`src/rtl/pipe_ctrl_pkg.sv`:
```
// ----------------------------------------------------------------------------
// pipe_ctrl_pkg
// Shared types and constants for the five-stage pipeline controller.
//   ctrl_state_t : controller FSM state (HOLD, RUN, MEM_WAIT)
//   FWD_*        : EX-stage operand forward-select encodings
//   fwd_sel()    : forward-select for one EX source register
// ----------------------------------------------------------------------------
package pipe_ctrl_pkg;

    typedef enum logic [1:0] {
        HOLD     = 2'd0,
        RUN      = 2'd1,
        MEM_WAIT = 2'd2
    } ctrl_state_t;

    localparam logic [1:0] FWD_NONE  = 2'b00;
    localparam logic [1:0] FWD_MEMWB = 2'b01;
    localparam logic [1:0] FWD_EXMEM = 2'b10;

    // The younger producer (EX/MEM) wins over MEM/WB; x0 is never forwarded.
    function automatic logic [1:0] fwd_sel(
        input logic [4:0] rs,
        input logic [4:0] mem_rd,
        input logic       mem_we,
        input logic [4:0] wb_rd,
        input logic       wb_we
    );
        logic [1:0] sel;
        sel = FWD_NONE;
        if (mem_we && (mem_rd != 5'd0) && (mem_rd == rs)) begin
            sel = FWD_EXMEM;
        end else if (wb_we && (wb_rd != 5'd0) && (wb_rd == rs)) begin
            sel = FWD_MEMWB;
        end
        return sel;
    endfunction

endpackage

```
`src/rtl/pipeline_ctrl_hazard_detect.sv`:
```
// ----------------------------------------------------------------------------
// hazard_detect
// Combinational matching of the ID-stage source registers against the
// destinations of the instructions in EX and MEM.
//   id_rs1_i, id_rs2_i         : ID source registers
//   id_use_rs1_i, id_use_rs2_i : ID instruction really reads that source
//   ex_rd_i, ex_regwrite_i     : EX destination and write flag
//   ex_memread_i               : EX instruction is a load
//   mem_rd_i, mem_regwrite_i   : MEM destination and write flag
//   ex_hit_o                   : a used ID source matches a writing, nonzero ex_rd
//   mem_hit_o                  : a used ID source matches a writing, nonzero mem_rd
//   load_use_o                 : ex_hit_o caused by a load
// ----------------------------------------------------------------------------
module hazard_detect (
    input  logic [4:0] id_rs1_i,
    input  logic [4:0] id_rs2_i,
    input  logic       id_use_rs1_i,
    input  logic       id_use_rs2_i,
    input  logic [4:0] ex_rd_i,
    input  logic       ex_regwrite_i,
    input  logic       ex_memread_i,
    input  logic [4:0] mem_rd_i,
    input  logic       mem_regwrite_i,
    output logic       ex_hit_o,
    output logic       mem_hit_o,
    output logic       load_use_o
);

    logic ex_wr_valid;
    logic mem_wr_valid;

    assign ex_wr_valid  = ex_regwrite_i  && (ex_rd_i  != 5'd0);
    assign mem_wr_valid = mem_regwrite_i && (mem_rd_i != 5'd0);

    assign ex_hit_o  = ex_wr_valid &&
                       ((id_use_rs1_i && (id_rs1_i == ex_rd_i)) ||
                        (id_use_rs2_i && (id_rs2_i == ex_rd_i)));

    assign mem_hit_o = mem_wr_valid &&
                       ((id_use_rs1_i && (id_rs1_i == mem_rd_i)) ||
                        (id_use_rs2_i && (id_rs2_i == mem_rd_i)));

    assign load_use_o = ex_hit_o && ex_memread_i;

endmodule

```
`src/rtl/pipeline_ctrl.sv`:
```
// ----------------------------------------------------------------------------
// pipeline_ctrl
// Hazard and sequencing controller for the five-stage RISC-V-lite pipeline.
// Produces stage enables, flush strobes and EX forward selects; holds the
// pipeline frozen and flushed for RST_HOLD cycles after reset.
//
// Build option: define PIPE_CTRL_FORWARDING_EN to enable operand forwarding.
// Without it, forward selects are 00 and ID stalls on any EX/MEM producer.
//
// Ports:
//   clk, rst (async, active-high)
//   id_rs1/2, id_use_rs1/2               : ID sources
//   ex_rs1/2, ex_rd, ex_regwrite, ex_memread : EX instruction
//   mem_rd, mem_regwrite, wb_rd, wb_regwrite : MEM and WB producers
//   br_taken                              : taken branch/jump sitting in MEM
//   dmem_req, dmem_ready                  : data-memory handshake
//   pc_en, ifid_en, idex_en, exmem_en, memwb_en : stage enables
//   ifid_flush, idex_flush, exmem_flush   : stage-register clears
//   forwardA, forwardB                    : 00 none, 01 MEM/WB, 10 EX/MEM
//   stall_cycles, flush_events            : saturating performance counters
// ----------------------------------------------------------------------------
module pipeline_ctrl
    import pipe_ctrl_pkg::*;
#(
    parameter int RST_HOLD = 2,
    parameter int CNT_W    = 16
) (
    input  logic             clk,
    input  logic             rst,
    input  logic [4:0]       id_rs1,
    input  logic [4:0]       id_rs2,
    input  logic             id_use_rs1,
    input  logic             id_use_rs2,
    input  logic [4:0]       ex_rs1,
    input  logic [4:0]       ex_rs2,
    input  logic [4:0]       ex_rd,
    input  logic             ex_regwrite,
    input  logic             ex_memread,
    input  logic [4:0]       mem_rd,
    input  logic             mem_regwrite,
    input  logic [4:0]       wb_rd,
    input  logic             wb_regwrite,
    input  logic             br_taken,
    input  logic             dmem_req,
    input  logic             dmem_ready,
    output logic             pc_en,
    output logic             ifid_en,
    output logic             idex_en,
    output logic             exmem_en,
    output logic             memwb_en,
    output logic             ifid_flush,
    output logic             idex_flush,
    output logic             exmem_flush,
    output logic [1:0]       forwardA,
    output logic [1:0]       forwardB,
    output logic [CNT_W-1:0] stall_cycles,
    output logic [CNT_W-1:0] flush_events
);

    localparam int HOLD_W = (RST_HOLD > 1) ? $clog2(RST_HOLD) : 1;

    ctrl_state_t       state_q, state_d;
    logic [HOLD_W-1:0] hold_cnt_q, hold_cnt_d;
    logic [CNT_W-1:0]  stall_q, flush_q;

    logic ex_hit, mem_hit, load_use;
    logic id_stall;
    logic mem_wait;
    logic hold_done;
    logic br_act;

    hazard_detect u_hazard_detect (
        .id_rs1_i       (id_rs1),
        .id_rs2_i       (id_rs2),
        .id_use_rs1_i   (id_use_rs1),
        .id_use_rs2_i   (id_use_rs2),
        .ex_rd_i        (ex_rd),
        .ex_regwrite_i  (ex_regwrite),
        .ex_memread_i   (ex_memread),
        .mem_rd_i       (mem_rd),
        .mem_regwrite_i (mem_regwrite),
        .ex_hit_o       (ex_hit),
        .mem_hit_o      (mem_hit),
        .load_use_o     (load_use)
    );

`ifdef PIPE_CTRL_FORWARDING_EN
    logic unused_fwd;
    assign unused_fwd = ex_hit ^ mem_hit;

    // Only a load result cannot be forwarded in time.
    assign id_stall = load_use;
    assign forwardA = fwd_sel(ex_rs1, mem_rd, mem_regwrite, wb_rd, wb_regwrite);
    assign forwardB = fwd_sel(ex_rs2, mem_rd, mem_regwrite, wb_rd, wb_regwrite);
`else
    logic unused_nofwd;
    assign unused_nofwd = ^{load_use, ex_rs1, ex_rs2, wb_rd, wb_regwrite};

    // WB producers are covered by the write-through register file.
    assign id_stall = ex_hit || mem_hit;
    assign forwardA = FWD_NONE;
    assign forwardB = FWD_NONE;
`endif

    assign mem_wait  = dmem_req && !dmem_ready;
    assign hold_done = (RST_HOLD <= 1) || (hold_cnt_q == HOLD_W'(RST_HOLD - 1));

    // NOTE: every output of this block gets a default first, so no path can
    // leave a value unassigned and infer a latch.
    always_comb begin
        state_d     = state_q;
        hold_cnt_d  = hold_cnt_q;
        pc_en       = 1'b1;
        ifid_en     = 1'b1;
        idex_en     = 1'b1;
        exmem_en    = 1'b1;
        memwb_en    = 1'b1;
        ifid_flush  = 1'b0;
        idex_flush  = 1'b0;
        exmem_flush = 1'b0;
        br_act      = 1'b0;

        case (state_q)
            RUN, MEM_WAIT: begin
                if (mem_wait) begin
                    // Whole pipeline frozen; a pending branch stays in EX/MEM.
                    pc_en    = 1'b0;
                    ifid_en  = 1'b0;
                    idex_en  = 1'b0;
                    exmem_en = 1'b0;
                    memwb_en = 1'b0;
                    state_d  = MEM_WAIT;
                end else begin
                    state_d = RUN;
                    if (br_taken) begin
                        // The flush kills the ID instruction, so any ID hazard is moot.
                        ifid_flush  = 1'b1;
                        idex_flush  = 1'b1;
                        exmem_flush = 1'b1;
                        br_act      = 1'b1;
                    end else if (id_stall) begin
                        pc_en      = 1'b0;
                        ifid_en    = 1'b0;
                        idex_flush = 1'b1;
                    end
                end
            end
            default: begin
                // HOLD (and any illegal encoding): frozen and flushed.
                pc_en       = 1'b0;
                ifid_en     = 1'b0;
                idex_en     = 1'b0;
                exmem_en    = 1'b0;
                memwb_en    = 1'b0;
                ifid_flush  = 1'b1;
                idex_flush  = 1'b1;
                exmem_flush = 1'b1;
                if (state_q != HOLD) begin
                    state_d    = HOLD;
                    hold_cnt_d = '0;
                end else if (hold_done) begin
                    state_d = RUN;
                end else begin
                    hold_cnt_d = hold_cnt_q + 1'b1;
                end
            end
        endcase
    end

    // NOTE: state registers use non-blocking assignments so every flop
    // samples pre-edge values regardless of statement order.
    always_ff @(posedge clk or posedge rst) begin
        if (rst) begin
            state_q    <= HOLD;
            hold_cnt_q <= '0;
            stall_q    <= '0;
            flush_q    <= '0;
        end else begin
            state_q    <= state_d;
            hold_cnt_q <= hold_cnt_d;
            if (!pc_en && (state_q != HOLD) && (stall_q != {CNT_W{1'b1}})) begin
                stall_q <= stall_q + 1'b1;
            end
            if (br_act && (flush_q != {CNT_W{1'b1}})) begin
                flush_q <= flush_q + 1'b1;
            end
        end
    end

    assign stall_cycles = stall_q;
    assign flush_events = flush_q;

endmodule

```
`config.mk`:
```
export PLATFORM = sky130hd
export DESIGN_NAME = pipeline_ctrl
export DESIGN_NICKNAME = d
export VERILOG_FILES = /design/src/rtl/pipe_ctrl_pkg.sv /design/src/rtl/pipeline_ctrl_hazard_detect.sv /design/src/rtl/pipeline_ctrl.sv
export SDC_FILE = /design/constraint.sdc
export NUM_CORES = 1
export LEC_CHECK = 0
export ABC_AREA = 1
export ABC_CLOCK_PERIOD_IN_PS = 1770
export CAP_MARGIN = 20
export CORE_MARGIN = 2
export CORE_UTILIZATION = 40
export DETAILED_ROUTE_END_ITERATION = 8
export PLACE_DENSITY = 0.75
export SLEW_MARGIN = 5
export SYNTH_ARGS = -nofsm -noshare
export SYNTH_HDL_FRONTEND = slang
export SYNTH_SLANG_ARGS = --single-unit
```
`constraint.sdc`:
```
create_clock -name clk -period 1.77 [get_ports clk]
set_input_delay 0.177 -clock clk [delete_from_list [all_inputs] [get_ports clk]]
set_output_delay 0.177 -clock clk [all_outputs]
set_load 0.02 [all_outputs]
```
==> flow_metrics.tcl, run 1 <==
set metrics [dict create \
    drc 0 \
    timing.fmax_ghz 0.593 \
    vias_per_cell 4.93 \
    finalSetupViolCount 0 \
    ant_nets 0 \
    syn_area_per_cell_um2 6.72 \
    synth_cells 376 \
    end_kind "flip-flop" \
    synth_top_area_cell "dfrtp_1" \
    clockBufferDepth 2 \
    die_h_um 83.5 \
    grt.overflow.total 0 \
    syn_to_final_growth_pct 41.3 \
    fin_setup_tns_ps 0 \
    hold_ws_ps 289 \
    crit_path_max_fanout 4 \
    core-area_um2 6030 \
    pin_count 90 \
    synth_top_area_share_pct 34.7 \
    p_per_area_nw_per_um2 1070 \
    finalPower_mw 3.83 \
    antenna_found_initial 0 \
    rsz0062_at_grt "true" \
    detail_route.wl_per_cell_um 11.8 \
    outcome "finished, final reports clean" \
    yosysUniqueCellTypes 26 \
    fin_area_um2 3570 \
    placed_cell_area_um2 3350 \
    most-common-layout-cells "nand2_1, inv_1, clkdlybuf4s50_1, nor2_1, dfrtp_1" \
    cts-buffers-inserted 5 \
    initial_core_util_pct 41.9 \
    ys_seq_area_share_pct 34.7 \
    die_area_um2 6970 \
    ir_worst_vdd_v 0.000819 \
    final_nets 508 \
    critPathRequiredTime_ps 1940 \
    synth.ff_latch_count 35 \
    drt_iter0_markers 152 \
    place_congestion 0.945 \
    synthTopCellsByArea "dfrtp_1, nand2_1, inv_1" \
    n_fill_cell 545 \
    hold_path_class "in2async" \
    postLayoutCoreUtil_pct 59.3 \
    io_buffer_count 68 \
    cts_tree "done" \
    final_common_cell "nand2_1" \
    htree_levels 2 \
    power_leakage_nw 1.87 \
    drt_wl_total_um 6300 \
    hold_violations 0 \
    multiInputGateArea_um2 1490 \
    grtUsageTotal_pct 17.9 \
    grt_max_degree 36 \
    clock_skew_ps 5.03 \
    grt_pass1_wl_um 10400 \
    grt_pass1_vias 2426 \
    fp-row-count 28 \
    maxCapViolCount 0 \
    diodes 0 \
    fin_crit_sh_pct 95.4 \
    clk_latency_ps 280 \
    clock-sinks 35 \
    syn-cell-area_um2 2530 \
    period_needed_ps 1690 \
    drv_slew 0 \
    layout-drive-gt1-share_pct 13.5 \
    cp_data_arrival_time_ps 1860 \
    dp_hpwl_um 4750 \
    start_kind "flip-flop" \
    worstSetupPathType "reg2reg" \
    yosys_warnings 0 \
    dr.pass1.iters 6 \
    clk_pin_slew_worst_paths_ps 70 \
    dr_total_vias 2638 \
    root_buffer "clkbuf_8" \
    worstRegToRegCells 11 \
    seq_area_um2 880 \
    fp.dieW_um 83.5 \
]
synthesized netlist by cell type (all sizes together):
cell    number
conb         1
clkbuf       1
o22ai        1
dfrtp       35
ha           3
nand2      143
xnor2       10
buf         13
nand4       22
nor3         9
inv         48
nor2        40
nor4         1
nand3       21
xor2        19
a21oi        2
o21ai        6
o32ai        1
worst paths after layout:
kind	slack, ps	startpoint	to
worst max-delay path	80	state_q[0]	flush_events[5]
worst min-delay path	290	rst	flush_events[5]
worst max register to register	80	state_q[0]	flush_events[5]
worst min register to register	500	stall_cycles[15]	stall_cycles[15]
max in group asynchronous	1140	rst	stall_cycles[7]
min in group clk	500	stall_cycles[15]	stall_cycles[15]
sequential cells by signal, summed over array words and instances (netlist names):
register and cells:
flush_events 16, state_q 2, hold_cnt_q 1, stall_cycles 16
worst max-delay path, stage by stage, from the launching register on:
cell	delay, ps
dfrtp_1	350
inv_1	70
ha_4	260
inv_2	40
nor2_4	130
nand2_4	80
buf_4	140
inv_1	50
nand2_2	100
nor2_2	140
nand2_1	80
xor2_1	140
cell type report:
class / count / share of cell area, %
timing repair buffer: 86 / 23.1
multi-input combinational: 283 / 41.7
sequential: 35 / 24.6
tap: 75 / 2.63
clock buffer: 8 / 2.80
inverter: 48 / 5.12
timing repair:
item                       in CTS  in global routing
hold buffers                    0                  0
pin swaps                       0                  2
buffers inserted                2                  0
cloned                          1                  0
resized for setup              28                 43
setup endpoints to repair      23                 37
power by group:
group / total (mW) / switching, mW / internal [mW] / leakage, nW
combinational: 2.10 / 1.25 / 0.852 / 1.37
clock: 0.634 / 0.279 / 0.355 / 0.0515
sequential: 1.10 / 0.157 / 0.941 / 0.445
layer usage:
metal	GRT usage [%]	up-vias	routed length, µm
met2	29.5	105	2970
li1	-	1331	-
met1	23.2	1191	2810
met4	6.30	0	117
met3	3.76	11	400
met5	0	-	0
through the flow:
stage               worst slack, ps  instances
finish                         82.3        535
global route                  -7.45        535
CTS                           -21.7        535
detailed placement             -384        524
global placement               -392        524
floorplan                      5.04        379
logic make-up after synthesis:
| logic type | synth area share [%] |
|---|---|
| AOI/OAI and AO/OA | 2.33 |
| xor gates and xnor gates | 10.0 |
| adders and majority gates | 1.49 |
| buffers and inverters | 11.2 |
| DFF | 34.7 |
| other | 0.148 |
| and+or+nand+nor | 40.1 |
Note: power is estimated with default switching activity, not from simulation.
==> run 2, diff against run 1 <==
- CORE_MARGIN: 2 -> 5
- REMOVE_ABC_BUFFERS: not set -> 1
==> flow_metrics.tcl, run 2 (same netlist as run 1, synthesis figures left out) <==
set metrics [dict create \
    outcome "finished, final reports clean" \
    finalPower_mw 4.10 \
    critical_path.most_common_cell "inv_2" \
    final_nets 518 \
    setup_slack_ps 92.9 \
    slowest_delay_ps 360 \
    clock_skew_ps 5.92 \
    layout-drive-gt1-share_pct 16.2 \
    fp.dieW_um 89.5 \
    pre_cts_ws_ps -419 \
    htree_levels 2 \
    initial_core_util_pct 40.5 \
    final_common_cell "nand2_1" \
    pwr-share-comb_pct 56.1 \
    io_buffer_count 68 \
    fp-row-count 29 \
    netSwitchingPower_mw 1.74 \
    cp_data_arrival_time_ps 1500 \
    timing.fmax_ghz 0.596 \
    cp_cell_sequence "inv_2, ha_4, inv_2, buf_4, a21oi_2, inv_1, buf_2" \
    detail_route.wl_per_cell_um 12.4 \
    grtUsageTotal_pct 17.4 \
    power_leakage_nw 1.91 \
    drv_slew 0 \
    grt_pass1_vias 2575 \
    rsz0062_at_grt "true" \
    drt_wl_total_um 6760 \
    drc 0 \
    cpMaxStageDelayCell "dfrtp_1" \
    syn_to_final_growth_pct 45.3 \
    grt.overflow.total 0 \
    die_area_um2 8010 \
    p_seq_share_pct 25.7 \
    end_kind "primary output" \
    worstSetupPathType "reg2out" \
    hold_violations 0 \
    place_congestion 0.918 \
    ant_nets 0 \
    finalSetupViolCount 0 \
    root_buffer "clkbuf_8" \
    clk_latency_ps 290 \
    switching_share_pct 42.3 \
    most-common-layout-cells "nand2_1, clkdlybuf4s50_1, inv_1, nor2_1, dfrtp_1" \
    dpl.cell_count 534 \
    maxCapViolCount 0 \
    start_kind "flip-flop" \
    dr_total_vias 2635 \
    cts-buffers-inserted 5 \
    critPathRequiredTime_ps 1590 \
    internal_power_mw 2.37 \
    hold_path_class "in2async" \
    pin_count 90 \
    p_per_area_nw_per_um2 1120 \
    dp_hpwl_um 5130 \
    clock-sinks 35 \
    core-area_um2 6240 \
    clk_pin_slew_worst_paths_ps 70 \
    pwr-share-clk_pct 18.3 \
    diodes 0 \
    crit_path_max_fanout 4 \
    antenna_found_initial 0 \
    instances_no_fill 547 \
    vias_per_cell 4.82 \
    grt_pass1_wl_um 11200 \
    clockBufferDepth 2 \
    dr.pass1.iters 5 \
    period_needed_ps 1680 \
    fin_crit_sh_pct 94.8 \
    cts_tree "done" \
    die_h_um 89.5 \
    grt_max_degree 36 \
    ir_worst_vdd_v 0.000552 \
    hold_ws_ps 281 \
    drt_iter0_markers 117 \
]
run 2: final cells by class:
class	count	area, µm²
clock buffers	6	82.6
clock inverters	2	35.0
well taps	77	96.3
inverters	48	185
fillers	560	2570
multi-input cells	283	1490
flip-flops and latches	35	877
repair buffers	96	905
run 2: through the flow:
step	setup TNS, ps	util [%]	area, µm²
after floorplan	-36370	-	2430
after global placement	-8360	54.4	3390
after detailed placement	-8400	54.4	3390
after CTS	-31.5	56.3	3510
after global routing	-112	58.9	3670
final	0	58.9	3670
run 2: worst max-delay path, delay by kind of cell (launching register included):
kind / cells / cell delay, ps
AOI/OAI and AO/OA: 1 / 120
DFF: 1 / 360
buffers and inverters: 5 / 450
adders and majority gates: 1 / 260
run 2: power by group through the flow:
stage / sequential, mW / clock, mW / combinational [mW]
final: 1.05 / 0.750 / 2.30
after global routing: 1.07 / 0.798 / 2.52
after CTS: 1.05 / 0.775 / 2.06
after detailed placement: 1.06 / 0 / 2.12
after global placement: 1.06 / 0 / 2.08
after floorplan: 1.20 / 0 / 0.936
run 2: repair_timing:
action | 4_1_cts | 5_1_grt
gates resized for setup | 44 | 42
setup endpoints to repair | 39 | 39
buffers inserted | 0 | 4
pin swaps | 3 | 8
hold endpoints to repair | 0 | 0
gates cloned | 0 | 1
hold buffers | 0 | 0
run 2: per-layer routing:
layer | track usage [%] | wire length, µm
met1 | 21.2 | 2970
met2 | 30.1 | 3230
met3 | 3.59 | 481
met4 | 6.36 | 83
met5 | 0 | 0
run 2: path summary, 6_finish.rpt:
kind,slack [ps],end,cells after the start,startpoint
max,90,exmem_flush,7,state_q[0]
min,280,flush_events[3],3,rst
max reg2reg,120,stall_cycles[14],9,stall_cycles[0]
min reg2reg,500,stall_cycles[15],2,stall_cycles[15]
max in group asynchronous,1140,flush_events[2],3,rst
min in group clk,500,stall_cycles[15],2,stall_cycles[15]
==> run 3, diff against run 2 <==
- TNS_END_PERCENT: not set -> 10
==> flow_metrics.tcl, run 3 (same netlist as run 1, synthesis figures left out) <==
set metrics [dict create \
    outcome "finished, final reports clean" \
    ant_nets 0 \
    cp_data_arrival_time_ps 1560 \
    clockBufferDepth 2 \
    antenna_found_initial 0 \
    detail_route.wl_per_cell_um 12.3 \
    clock_skew_ps 5.44 \
    core-area_um2 6240 \
    power_leakage_nw 1.83 \
    drt_iter0_markers 140 \
    grtUsageTotal_pct 17.3 \
    initial_core_util_pct 40.5 \
    die_h_um 89.5 \
    worstSetupPathType "in2out" \
    drv_slew 0 \
    fin_setup_tns_ps 0 \
    rr_endpoint "stall_cycles[14]" \
    instances_no_fill 543 \
    cts-buffers-inserted 5 \
    crit_path_max_fanout 3 \
    hold_violations 0 \
    grt_max_degree 36 \
    dr.pass1.iters 4 \
    root_buffer "clkbuf_8" \
    hold_path_class "in2async" \
    fp-row-count 29 \
    dp_hpwl_um 5130 \
    final_nets 514 \
    clock-sinks 35 \
    cts_tree "done" \
    dr_total_vias 2614 \
    clk_pin_slew_worst_paths_ps 70 \
    fp.dieW_um 89.5 \
    cts_hold_buf 0 \
    maxCapViolCount 0 \
    rsz0062_at_grt "true" \
    finalSetupViolCount 0 \
    io_buffer_count 68 \
    vias_per_cell 4.81 \
    timing.fmax_ghz 0.576 \
    p_per_area_nw_per_um2 1110 \
    r2r_slack_ps 100 \
    fin_crit_sh_pct 98.1 \
    ir_worst_vdd_v 0.000551 \
    start_kind "input pin" \
    dpl.cell_count 534 \
    pin_count 90 \
    clk_latency_ps 290 \
    end_kind "primary output" \
    die_area_um2 8010 \
    drc 0 \
    grt_pass1_vias 2572 \
    worstRegToRegCells 9 \
    drt_wl_total_um 6660 \
    critPathRequiredTime_ps 1590 \
    place_congestion 0.918 \
    grt.overflow.total 0 \
    grt_pass1_wl_um 11200 \
    period_needed_ps 1740 \
    r2r-start "stall_cycles[0]" \
    final_common_cell "nand2_1" \
    most-common-layout-cells "nand2_1, clkdlybuf4s50_1, inv_1, nor2_1, dfrtp_1" \
    htree_levels 2 \
    layout-drive-gt1-share_pct 13.9 \
    syn_to_final_growth_pct 42.8 \
    diodes 0 \
]
[run 3: worst max path at each step]
stage	endpoint	start	slack, ps
floorplan	flush_events[5]	state_q[0]	-1320
global placement	pc_en	mem_rd[1]	-470
detailed placement	idex_flush	mem_rd[3]	-420
CTS	exmem_en	state_q[0]	-80
global route	ifid_en	mem_rd[1]	-100
finish	ifid_en	ex_rd[0]	30
[run 3: report_power, final]
part           total [mW]  leakage [nW]  internal, mW  switching, mW
Combinational        2.22          1.32         0.911           1.31
Clock               0.750        0.0612         0.456          0.295
Sequential           1.05         0.449         0.937          0.111
Total                4.02          1.83          2.30           1.72
[run 3: final cells by class]
type                    count  area (µm²)
multi-input cells         283        1480
well taps                  77        96.3
fillers                   576        2630
repair buffers             92         856
clock inverters             2        35.0
inverters                  48         185
flip-flops and latches     35         876
clock buffers               6        82.6
[run 3: timing repair]
action,CTS,global route
hold endpoints to repair,0,0
gates resized for setup,37,32
pin swaps,1,2
gates cloned,0,1
endpoints found under the setup margin,39,39
setup buffers,0,0
[run 3: layer usage]
metal / vias to the layer above / wire, µm / track usage, %
met5: - / 0 / 0
met4: 0 / 131 / 6.36
met3: 11 / 553 / 3.59
met2: 90 / 3160 / 29.9
met1: 1172 / 2820 / 21.3
li1: 1341 / - / -
[run 3: per-stage QoR]
stage | hold slack [ps] | worst slack [ps] | util, % | instance area [µm²] | power (mW)
after floorplan | 331 | -1320 | - | 2430 | 2.14
final | 288 | 33.9 | 57.8 | 3610 | 4.02
after global placement | 483 | -466 | 54.4 | 3390 | 3.14
after detailed placement | 486 | -419 | 54.4 | 3390 | 3.18
after global routing | 342 | -95.9 | 57.8 | 3610 | 4.31
after CTS | 300 | -76.9 | 56.3 | 3520 | 3.89
[run 3: critical path, stage by stage]
cell and delay, ps:
clkdlybuf4s50_1 510, inv_1 90, nand2_1 60, nand2_1 40
nor2_1 100, nand3_1 80, nand2_1 70, nand2_1 80
nand3_2 90, nand2_1 80, buf_2 170
